**config.mk**
```make
export PLATFORM = sky130hd
export DESIGN_NAME = mem_arbiter
export DESIGN_NICKNAME = d
export VERILOG_FILES = /design/src/rtl/mem_arb_pkg.sv /design/src/rtl/mem_arb_pick.sv /design/src/rtl/mem_arbiter.sv
export SDC_FILE = /design/constraint.sdc
export NUM_CORES = 1
export LEC_CHECK = 0
export ABC_AREA = 0
export ABC_CLOCK_PERIOD_IN_PS = 2600
export BUFFER_PORTS_ARGS = -buffer_cell sky130_fd_sc_hd__buf_2
export CORE_MARGIN = 8
export CORE_UTILIZATION = 30
export CTS_CLUSTER_SIZE = 28
export DETAILED_ROUTE_END_ITERATION = 10
export PLACE_DENSITY = 0.66
export RECOVER_POWER = 50
export SLEW_MARGIN = 5
export SYNTH_ARGS = -nofsm -noshare
export SYNTH_HDL_FRONTEND = slang
export SYNTH_SLANG_ARGS = --single-unit
```
**constraint.sdc**
```tcl
create_clock -name clk -period 2.6 [get_ports clk]
set_input_delay 0.39 -clock clk [delete_from_list [all_inputs] [get_ports clk]]
set_output_delay 0.39 -clock clk [all_outputs]
set_load 0.02 [all_outputs]
```
**src/rtl/mem_arb_pkg.sv**
```systemverilog
// Shared types and constants for the memory arbiter: FSM states, grant vector,
// access lengths, I/O address match and data-lane masking.
package mem_arb_pkg;

    typedef enum logic [1:0] {
        S_IDLE  = 2'd0,
        S_ISSUE = 2'd1,
        S_WAIT  = 2'd2,
        S_DRAIN = 2'd3
    } state_t;

    // One-hot winner of an IDLE arbitration round
    typedef struct packed {
        logic st;
        logic ld;
        logic ic;
    } grant_t;

    localparam logic [2:0] LEN_BYTE = 3'd1;
    localparam logic [2:0] LEN_HALF = 3'd2;
    localparam logic [2:0] LEN_WORD = 3'd4;

    // addr[17:16] == 2'b11 selects the I/O region
    localparam int unsigned IO_LSB = 16;
    localparam logic [1:0]  IO_SEL = 2'b11;

    localparam logic        TRUE   = 1'b1;
    localparam logic        FALSE  = 1'b0;
    localparam logic [31:0] NULL32 = 32'h0000_0000;

    localparam int unsigned CNT_W = 3;

    // Zero-extend the low len bytes of a read word
    function automatic logic [31:0] len_mask(input logic [31:0] d, input logic [2:0] len);
        case (len)
            LEN_BYTE: return {24'h00_0000, d[7:0]};
            LEN_HALF: return {16'h0000, d[15:0]};
            default:  return d;
        endcase
    endfunction

endpackage

```
**src/rtl/mem_arb_pick.sv**
```systemverilog
// Combinational winner select: st > ld > ic, a blocked I/O store sits out,
// and an asserted starvation flag hands the round to a pending fetch.
module mem_arb_pick
    import mem_arb_pkg::*;
(
    input  logic   st_req,
    input  logic   ld_req,
    input  logic   ic_req,
    input  logic   st_blocked,
    input  logic   starve,
    output grant_t grant_c
);

    always_comb begin
        grant_c = '0;
        if (starve && ic_req) begin
            grant_c.ic = TRUE;
        end else if (st_req && !st_blocked) begin
            grant_c.st = TRUE;
        end else if (ld_req) begin
            grant_c.ld = TRUE;
        end else if (ic_req) begin
            grant_c.ic = TRUE;
        end
    end

endmodule

```
**src/rtl/mem_arbiter.sv**
```systemverilog
// Arbiter/sequencer between fetch, load and store requesters and the byte-serial
// memory controller. Define MEM_ARB_STARVE_EN to enable the fetch starvation guard.
module mem_arbiter
    import mem_arb_pkg::*;
#(
    parameter int unsigned ADDR_W       = 32,
    parameter int unsigned STARVE_LIMIT = 4
) (
    input  logic              clk,
    input  logic              rst,
    input  logic              rdy,
    input  logic              clr,
    input  logic              ic_req,
    input  logic [ADDR_W-1:0] ic_addr,
    output logic              ic_done,
    output logic [31:0]       ic_data,
    input  logic              ld_req,
    input  logic [ADDR_W-1:0] ld_addr,
    input  logic [2:0]        ld_len,
    output logic              ld_done,
    output logic [31:0]       ld_data,
    input  logic              st_req,
    input  logic [ADDR_W-1:0] st_addr,
    input  logic [2:0]        st_len,
    input  logic [31:0]       st_data,
    output logic              st_done,
    input  logic              io_buffer_full,
    output logic              mc_valid,
    output logic              mc_write,
    output logic [ADDR_W-1:0] mc_addr,
    output logic [2:0]        mc_len,
    output logic [31:0]       mc_wdata,
    input  logic              mc_done,
    input  logic [31:0]       mc_rdata
);

    state_t state;
    grant_t cur;
    grant_t grant_c;
    logic   st_blocked_c;
    logic   starve_c;
    logic   grant_ok_c;

    assign st_blocked_c = io_buffer_full && (st_addr[IO_LSB+1:IO_LSB] == IO_SEL);
    assign grant_ok_c   = rdy && (state == S_IDLE) && !clr && (|grant_c);

    mem_arb_pick u_pick (
        .st_req     (st_req),
        .ld_req     (ld_req),
        .ic_req     (ic_req),
        .st_blocked (st_blocked_c),
        .starve     (starve_c),
        .grant_c    (grant_c)
    );

`ifdef MEM_ARB_STARVE_EN
    logic [CNT_W-1:0] starve_cnt;

    assign starve_c = (starve_cnt >= CNT_W'(STARVE_LIMIT));

    // Counts grants a waiting fetch lost; saturates so it cannot wrap past the limit
    always_ff @(posedge clk) begin
        if (!rst) begin
            starve_cnt <= '0;
        end else if (grant_ok_c) begin
            if (grant_c.ic) begin
                starve_cnt <= '0;
            end else if (ic_req && (starve_cnt != '1)) begin
                starve_cnt <= starve_cnt + CNT_W'(1);
            end
        end
    end
`else
    logic unused_starve_limit;

    assign starve_c            = FALSE;
    assign unused_starve_limit = ^STARVE_LIMIT;
`endif

    // Transaction sequencer; pulses default low every cycle, everything else holds while !rdy
    always_ff @(posedge clk) begin
        if (!rst) begin
            state    <= S_IDLE;
            cur      <= '0;
            mc_valid <= FALSE;
            mc_write <= FALSE;
            mc_addr  <= '0;
            mc_len   <= '0;
            mc_wdata <= NULL32;
            ic_done  <= FALSE;
            ld_done  <= FALSE;
            st_done  <= FALSE;
            ic_data  <= NULL32;
            ld_data  <= NULL32;
        end else begin
            mc_valid <= FALSE;
            ic_done  <= FALSE;
            ld_done  <= FALSE;
            st_done  <= FALSE;
            if (rdy) begin
                case (state)
                    S_IDLE: begin
                        if (grant_ok_c) begin
                            cur      <= grant_c;
                            mc_valid <= TRUE;
                            mc_write <= grant_c.st;
                            mc_addr  <= grant_c.st ? st_addr : (grant_c.ld ? ld_addr : ic_addr);
                            mc_len   <= grant_c.st ? st_len  : (grant_c.ld ? ld_len  : LEN_WORD);
                            mc_wdata <= grant_c.st ? st_data : NULL32;
                            state    <= S_ISSUE;
                        end
                    end
                    S_ISSUE: begin
                        // The controller has already seen mc_valid; a clear can only drain it
                        state <= (clr && !cur.st) ? S_DRAIN : S_WAIT;
                    end
                    S_WAIT: begin
                        if (mc_done) begin
                            state <= S_IDLE;
                            if (cur.st) begin
                                st_done <= TRUE;
                            end else if (!clr) begin
                                if (cur.ld) begin
                                    ld_done <= TRUE;
                                    ld_data <= len_mask(mc_rdata, mc_len);
                                end else if (cur.ic) begin
                                    ic_done <= TRUE;
                                    ic_data <= mc_rdata;
                                end
                            end
                        end else if (clr && !cur.st) begin
                            state <= S_DRAIN;
                        end
                    end
                    S_DRAIN: begin
                        if (mc_done) begin
                            state <= S_IDLE;
                        end
                    end
                    default: state <= S_IDLE;
                endcase
            end
        end
    end

endmodule

```
==> impl_metrics.tcl, run 1 <==
set metrics [dict create \
    yosysWarnings 0 \
    p_int_mw 3.785 \
    worstRegToRegCells 4 \
    grt_antenna_before_repair 4 \
    synth_seq_cells 140 \
    critPathMaxFanout 24 \
    dpl_cell_area_um2 7590 \
    cts_resized 0 \
    cts_hold_buf 0 \
    fin_util 0.4167 \
    synth_area_um2 5799 \
    coreArea_um2 19210 \
    critPathArrivalTime_ns 2.48 \
    postLayoutCellArea_um2 8004 \
    power_frac_clock 0.456 \
    num_vias 5744 \
    num_rows 51 \
    drt_iter0_drc 262 \
    rsz0062_at_grt "no" \
    grt_pass1_vias 5871 \
    clock_sinks 140 \
    final-hold-violation-count 0 \
    layout_setup_ws_ns 0.4569 \
    startpoint_type "flip-flop" \
    outcome "finished clean" \
    die_x_um 155.0 \
    max-vdd-ir-drop_mv 0.3879 \
    grt_usage 0.1654 \
    die_h_um 155.0 \
    grt_pass1_wl_um 31570 \
    htree_num_levels 4 \
    fin_crit_sh 0.8243 \
    drc 0 \
    final.setup.tns_ns 0 \
    p_seq_frac 0.429 \
    final.fill_count 1980 \
    skew_ns 0.007984 \
    clkTransAtPathRegs_ns 0.07 \
    period_minus_slack_ns 2.143 \
    final_cell_mix "buf_2 (175), dfxtp_1 (140), clkbuf_1 (136)" \
    layout_commonest_cell "buf_2" \
    initial_utilization 0.3019 \
    synth.distinct_cells 37 \
    cts_tree "yes" \
    wirelength_um 20710 \
    synth_nets 815 \
    dp_slack_ns 0.4042 \
    design.die.area_um2 24040 \
    area_growth_pct 38.02 \
    clk-insertion-delay-late_ns 0.41 \
    synthTopCellsByArea "dfxtp_1 (48%), mux2i_1 (11%), a21oi_1 (9.7%)" \
    vias_per_cell 4.747 \
    cts-root-buf "clkbuf_16" \
    ant_nets 0 \
    grt_overflow_total 0 \
    clk_path_buf_depth 2 \
    p_sw_frac 0.2718 \
    power_frac_comb 0.115 \
    postCtsSetupBuffers 0 \
    port_buffers 310 \
    slew_viol_final 0 \
    max_slew.worst_pin.slew_ns 0.8517 \
    grt_start_max_net_pins 47 \
    leakagePower_nw 3.405 \
    routabilityCongestion 0.8177 \
    switchingPower_mw 1.413 \
    num_io_pins 311 \
    crit_required_ns 2.94 \
    netlist.top_cell.by_area "dfxtp_1" \
    end_kind "flip-flop" \
    synth_top_area_share 0.4833 \
    yosysSeqAreaShare 0.4833 \
    synth_cells 640 \
    layout-drive-gt1-share 0.2754 \
    maxCapViolations 0 \
    hpwl_um 15190 \
    powerDensity_nw_per_um2 649.5 \
    cts_buffers 17 \
    drt-wirelength-per-cell_um 17.12 \
    max-slew-margin-rel 0.4322 \
    criticalPathCategory "reg2reg" \
    setup_viol 0 \
    syn_avg_cell_area_um2 9.061 \
    hold_path_depth 2 \
    hp-class "in2reg" \
    firstDrtPassIters 6 \
    clock.fmax_mhz 466.6 \
    nNetsFinal 1106 \
]
-- worst max-delay path, cell delays in order, from the launching register on --
cell	delay [ns]
dfxtp_1	0.39
or4b_4	0.57
or3_2	0.67
buf_12	0.25
o22ai_1	0.19
-- stage by stage --
step	cells	hold slack (ns)	power (mW)
detailed placement	1177	0.4413	2.889
finish	1210	0.2026	5.198
floorplan	640	0.4904	2.611
global route	1210	0.1761	5.444
global placement	1177	0.4358	2.881
CTS	1209	0.1770	5.293
-- per-layer routing --
| layer | up-vias | GRT usage | wire (um) | share of wire |
|---|---|---|---|---|
| li1 | 2844 | - | - | - |
| met4 | 6 | 0.05226 | 282 | 0.014 |
| met3 | 26 | 0.07545 | 1970 | 0.095 |
| met1 | 2651 | 0.1839 | 8587 | 0.41 |
| met2 | 217 | 0.2772 | 9837 | 0.47 |
| met5 | - | 0 | 35 | 0.0017 |
-- registers in the layout (all words and copies together), names as in the netlist --
| signal | count |
|---|---|
| mc_wdata | 32 |
| ic_done | 1 |
| mc_addr | 32 |
| cur | 3 |
| ic_data | 32 |
| mc_len | 3 |
| ld_data | 32 |
| state | 2 |
| mc_valid | 1 |
| ld_done | 1 |
| st_done | 1 |
-- cell type report --
| cell class | instances | area [um2] | area share |
|---|---|---|---|
| Inverter | 3 | 11.26 | 0.001407 |
| Clock inverter | 15 | 158.9 | 0.01985 |
| Multi-Input combinational cell | 442 | 2740 | 0.3423 |
| Antenna cell | 1 | 2.502 | 0.0003126 |
| Tap cell | 265 | 331.6 | 0.04143 |
| Sequential cell | 140 | 2803 | 0.3502 |
| Clock buffer | 17 | 425.4 | 0.05315 |
| Timing Repair Buffer | 327 | 1531 | 0.1913 |
-- power groups by stage --
stage | sequential, mW | combinational, mW | clock (mW)
final | 2.23 | 0.598 | 2.37
after global placement | 2.27 | 0.609 | 0
after floorplan | 2.33 | 0.284 | 0
after detailed placement | 2.27 | 0.616 | 0
after global routing | 2.23 | 0.653 | 2.56
after CTS | 2.23 | 0.618 | 2.45
-- cell usage after synthesis --
cell type  instances
clkbuf_1          35
a21boi_0           1
a2111oi_0          1
buf_6              6
o22ai_1            6
and4b_1            1
a31oi_1            2
or3_1              1
a22o_1            16
a311oi_1           1
nand2b_1           1
o32ai_2            1
and3_1             6
or3b_2             1
o22ai_2           28
nor3_2             1
a32o_1             1
o21ai_0           41
buf_2             10
nor3_1             1
xnor2_1            1
buf_1              4
mux2i_1           64
a21oi_1          112
nand2_1           95
nor2_1            42
nand3_1           10
nor2_2             1
o31a_1             1
nor3b_1            2
nand4b_1           1
dfxtp_1          140
a21boi_1           1
inv_2              1
or4b_4             1
inv_1              2
nor2b_1            1
-- worst paths after layout --
path,startpoint,end,slack [ns]
min reg2reg,ld_data[14],ld_data[14],0.45
max reg2reg,state[1],mc_addr[0],0.46
max,state[1],mc_addr[0],0.46
min,mc_rdata[27],ld_data[27],0.20
-- cell families after synthesis --
kind of cell	Yosys count	synth area share
AO/OA/AOI/OAI	212	0.2369
XOR/XNOR	1	0.001511
buffers and inverters	58	0.04746
flip-flops	140	0.4833
multiplexers	64	0.1105
AND/OR/NAND/NOR	165	0.1204
No activity file was read; power rests on OpenSTA's default activity.
==> run 2: changes to the inputs <==
--- a/config.mk
+++ b/config.mk
@@ -5,14 +5,14 @@
 export SDC_FILE = /design/constraint.sdc
 export NUM_CORES = 1
 export LEC_CHECK = 0
-export ABC_AREA = 0
-export ABC_CLOCK_PERIOD_IN_PS = 2600
+export ABC_AREA = 1
+export ABC_CLOCK_PERIOD_IN_PS = 1900
 export BUFFER_PORTS_ARGS = -buffer_cell sky130_fd_sc_hd__buf_2
 export CORE_MARGIN = 8
 export CORE_UTILIZATION = 30
 export CTS_CLUSTER_SIZE = 28
 export DETAILED_ROUTE_END_ITERATION = 10
-export PLACE_DENSITY = 0.66
+export PLACE_DENSITY = 0.69
 export RECOVER_POWER = 50
 export SLEW_MARGIN = 5
 export SYNTH_ARGS = -nofsm -noshare
==> constraint.sdc (replaced) <==
create_clock -name clk -period 1.9 [get_ports clk]
set_input_delay 0.285 -clock clk [delete_from_list [all_inputs] [get_ports clk]]
set_output_delay 0.285 -clock clk [all_outputs]
set_load 0.02 [all_outputs]
==> run 2 against run 1 <==
  * Clock power increased by 46%
  * Die area fell by 2.5%
  * Register-to-register slack worse by 0.20 ns
  * Sequential power is 39% higher
  * Via count grew 6.5%
  * Synthesized cell count is 22% higher
  * Clock skew down 0.00083 ns
  * Critical path type unchanged
  * Critical endpoint is now ic_data[17]
==> impl_metrics.tcl, run 2 <==
set metrics [dict create \
    period_minus_slack_ns 1.640 \
    synth_seq_cells 140 \
    ys_top_cells_by_count "nand2_1 (205), nor2_1 (151), dfxtp_1 (140), o21ai_0 (72), nand3_1 (60)" \
    hp-class "in2reg" \
    fin_crit_sh 0.8631 \
    final.fill_count 1989 \
    maxCapViolations 0 \
    vias_per_cell 4.612 \
    max_slew.worst_pin.slew_ns 0.6444 \
    layout-drive-gt1-share 0.2209 \
    cts_hold_buf 0 \
    power_frac_clock 0.459 \
    skew_ns 0.007150 \
    synth.most_common_cell "nand2_1" \
    cts-root-buf "clkbuf_16" \
    crit_required_ns 2.24 \
    die_h_um 153.1 \
    hold_path_depth 3 \
    postCtsSetupBuffers 0 \
    hpwl_um 15850 \
    wirelength_um 20570 \
    startpoint "state[0]" \
    muxShareOfSynthArea 0 \
    synth_fa_ha_area_frac 0 \
    critPathArrivalTime_ns 1.98 \
    synth.distinct_cells 27 \
    final.setup.tns_ns 0 \
    grt_overflow_total 0 \
    layout_commonest_cell "nand2_1" \
    yosysSeqAreaShare 0.4970 \
    num_io_pins 311 \
    max-vdd-ir-drop_mv 0.5621 \
    cts_tree "yes" \
    worstRegToRegCells 9 \
    synth_top_area_share 0.4970 \
    grt_usage 0.1732 \
    leakagePower_nw 3.253 \
    port_buffers 310 \
    synth_cells 781 \
    clkTransAtPathRegs_ns 0.06 \
    setup_viol 0 \
    die_x_um 153.1 \
    finalPower_mw 7.524 \
    power_frac_comb 0.128 \
    grt_pass1_wl_um 32780 \
    synthTopCellsByArea "dfxtp_1 (50%), nand2_1 (14%), nor2_1 (10%)" \
    final_cell_mix "nand2_1 (205), buf_2 (176), nor2_1 (152)" \
    synth_flop_cell "dfxtp_1" \
    synthSimpleGateAreaFrac 0.3128 \
    async_flop_share 0 \
    r2r-start "state[0]" \
    p_sw_frac 0.2716 \
    cts_resized 0 \
    num_vias 6115 \
    max-slew-margin-rel 0.5693 \
    ant_nets 0 \
    final-hold-violation-count 0 \
    worstHoldStart "st_data[7]" \
    synthXorXnorAreaFrac 0.001553 \
    coreArea_um2 18580 \
    syn_avg_cell_area_um2 7.220 \
    area_growth_pct 38.58 \
    slew_viol_final 0 \
    grt_pass1_vias 6222 \
    cts_buffers 17 \
    end_kind "flip-flop" \
    synth_nets 956 \
    synth_compound_area_frac 0.1260 \
    clk_path_buf_depth 2 \
    clock_sinks 140 \
    design.die.area_um2 23440 \
    routabilityCongestion 0.8146 \
    critPathMaxFanout 34 \
    nNetsFinal 1253 \
    criticalPathCategory "reg2reg" \
    drc 0 \
    switchingPower_mw 2.043 \
    grt_start_max_net_pins 41 \
    powerDensity_nw_per_um2 962.7 \
    drt_iter0_drc 246 \
    synth_edf_count 0 \
    grt_antenna_before_repair 2 \
    htree_num_levels 4 \
    clk-insertion-delay-late_ns 0.41 \
    firstDrtPassIters 4 \
    startpoint_type "flip-flop" \
    synth_top_family_by_area "simple AND/OR/NAND/NOR gates" \
    rsz0062_at_grt "no" \
    clock.fmax_mhz 609.8 \
    num_rows 50 \
    p_seq_frac 0.413 \
    drt-wirelength-per-cell_um 15.51 \
    yosysWarnings 0 \
    initial_utilization 0.3035 \
    synth_area_um2 5639 \
    p_int_mw 5.480 \
    outcome "finished clean" \
    netlist.top_cell.by_area "dfxtp_1" \
]
## run 2: cell count changes after synthesis, moves of 31 or more
cell,change
nor2_1,+109
nand3_1,+50
mux2i_1,-64
o21ai_0,+31
nand2_1,+110
a21oi_1,-53
## run 2: stage by stage
| step | hold slack (ns) | std cells | setup slack (ns) | util | cell area (um2) |
|---|---|---|---|---|---|
| 2_1_floorplan | 0.4277 | 781 | 0.5454 | - | 5639 |
| 3_3_place_gp | 0.4481 | 1293 | 0.2512 | 0.3969 | 7375 |
| 3_5_place_dp | 0.4527 | 1293 | 0.2227 | 0.3969 | 7375 |
| 4_1_cts | 0.09461 | 1325 | 0.2706 | 0.4299 | 7988 |
| 5_1_grt | 0.09775 | 1326 | 0.08523 | 0.4206 | 7815 |
| 6_report | 0.1176 | 1326 | 0.2600 | 0.4206 | 7815 |
## run 2: layout make-up
| cell class | count | area (um2) | share of cell area |
|---|---|---|---|
| Inverter | 19 | 71.32 | 0.009126 |
| Tap cell | 234 | 292.8 | 0.03746 |
| Clock inverter | 15 | 187.7 | 0.02402 |
| Multi-Input combinational cell | 572 | 2476 | 0.3168 |
| Antenna cell | 1 | 2.502 | 0.0003202 |
| Timing Repair Buffer | 328 | 1556 | 0.1992 |
| Sequential cell | 140 | 2803 | 0.3586 |
| Clock buffer | 17 | 425.4 | 0.05443 |
## run 2: worst paths after layout
kind                                     end  slack (ns)
worst max-delay path             ic_data[17]        0.26
worst min-delay path             mc_wdata[7]        0.12
worst max register to register   ic_data[17]        0.26
worst min register to register  mc_wdata[16]        0.46
## run 2: cells by family after synthesis
group	count (synthesis)
AOI/OAI and AO/OA	140
buffers and inverters	69
DFF	140
and+or+nand+nor	431
xor gates and xnor gates	1
## run 2: power by group through the flow
stage | clock network, mW | logic (mW) | registers, mW
6_report | 3.45 | 0.963 | 3.11
5_1_grt | 3.67 | 1.08 | 3.12
4_1_cts | 3.54 | 1.01 | 3.10
3_5_place_dp | 0 | 1.01 | 3.17
3_3_place_gp | 0 | 1.01 | 3.16
2_1_floorplan | 0 | 0.448 | 3.29
## run 2: layer usage
metal	up-vias	routed length, um	GRT usage
met4	2	471	0.07163
met1	2722	8645	0.1955
met2	242	9670	0.2877
met5	-	13	0
met3	29	1771	0.06766
li1	3120	-	-
## run 2: worst max-delay path, stage by stage, from the launching register on
cell,delay (ns)
dfxtp_1,0.34
inv_1,0.11
nand2_2,0.06
nor2_1,0.24
nand2_1,0.09
buf_4,0.24
inv_2,0.11
buf_12,0.19
nor2_1,0.06
nor2_1,0.11
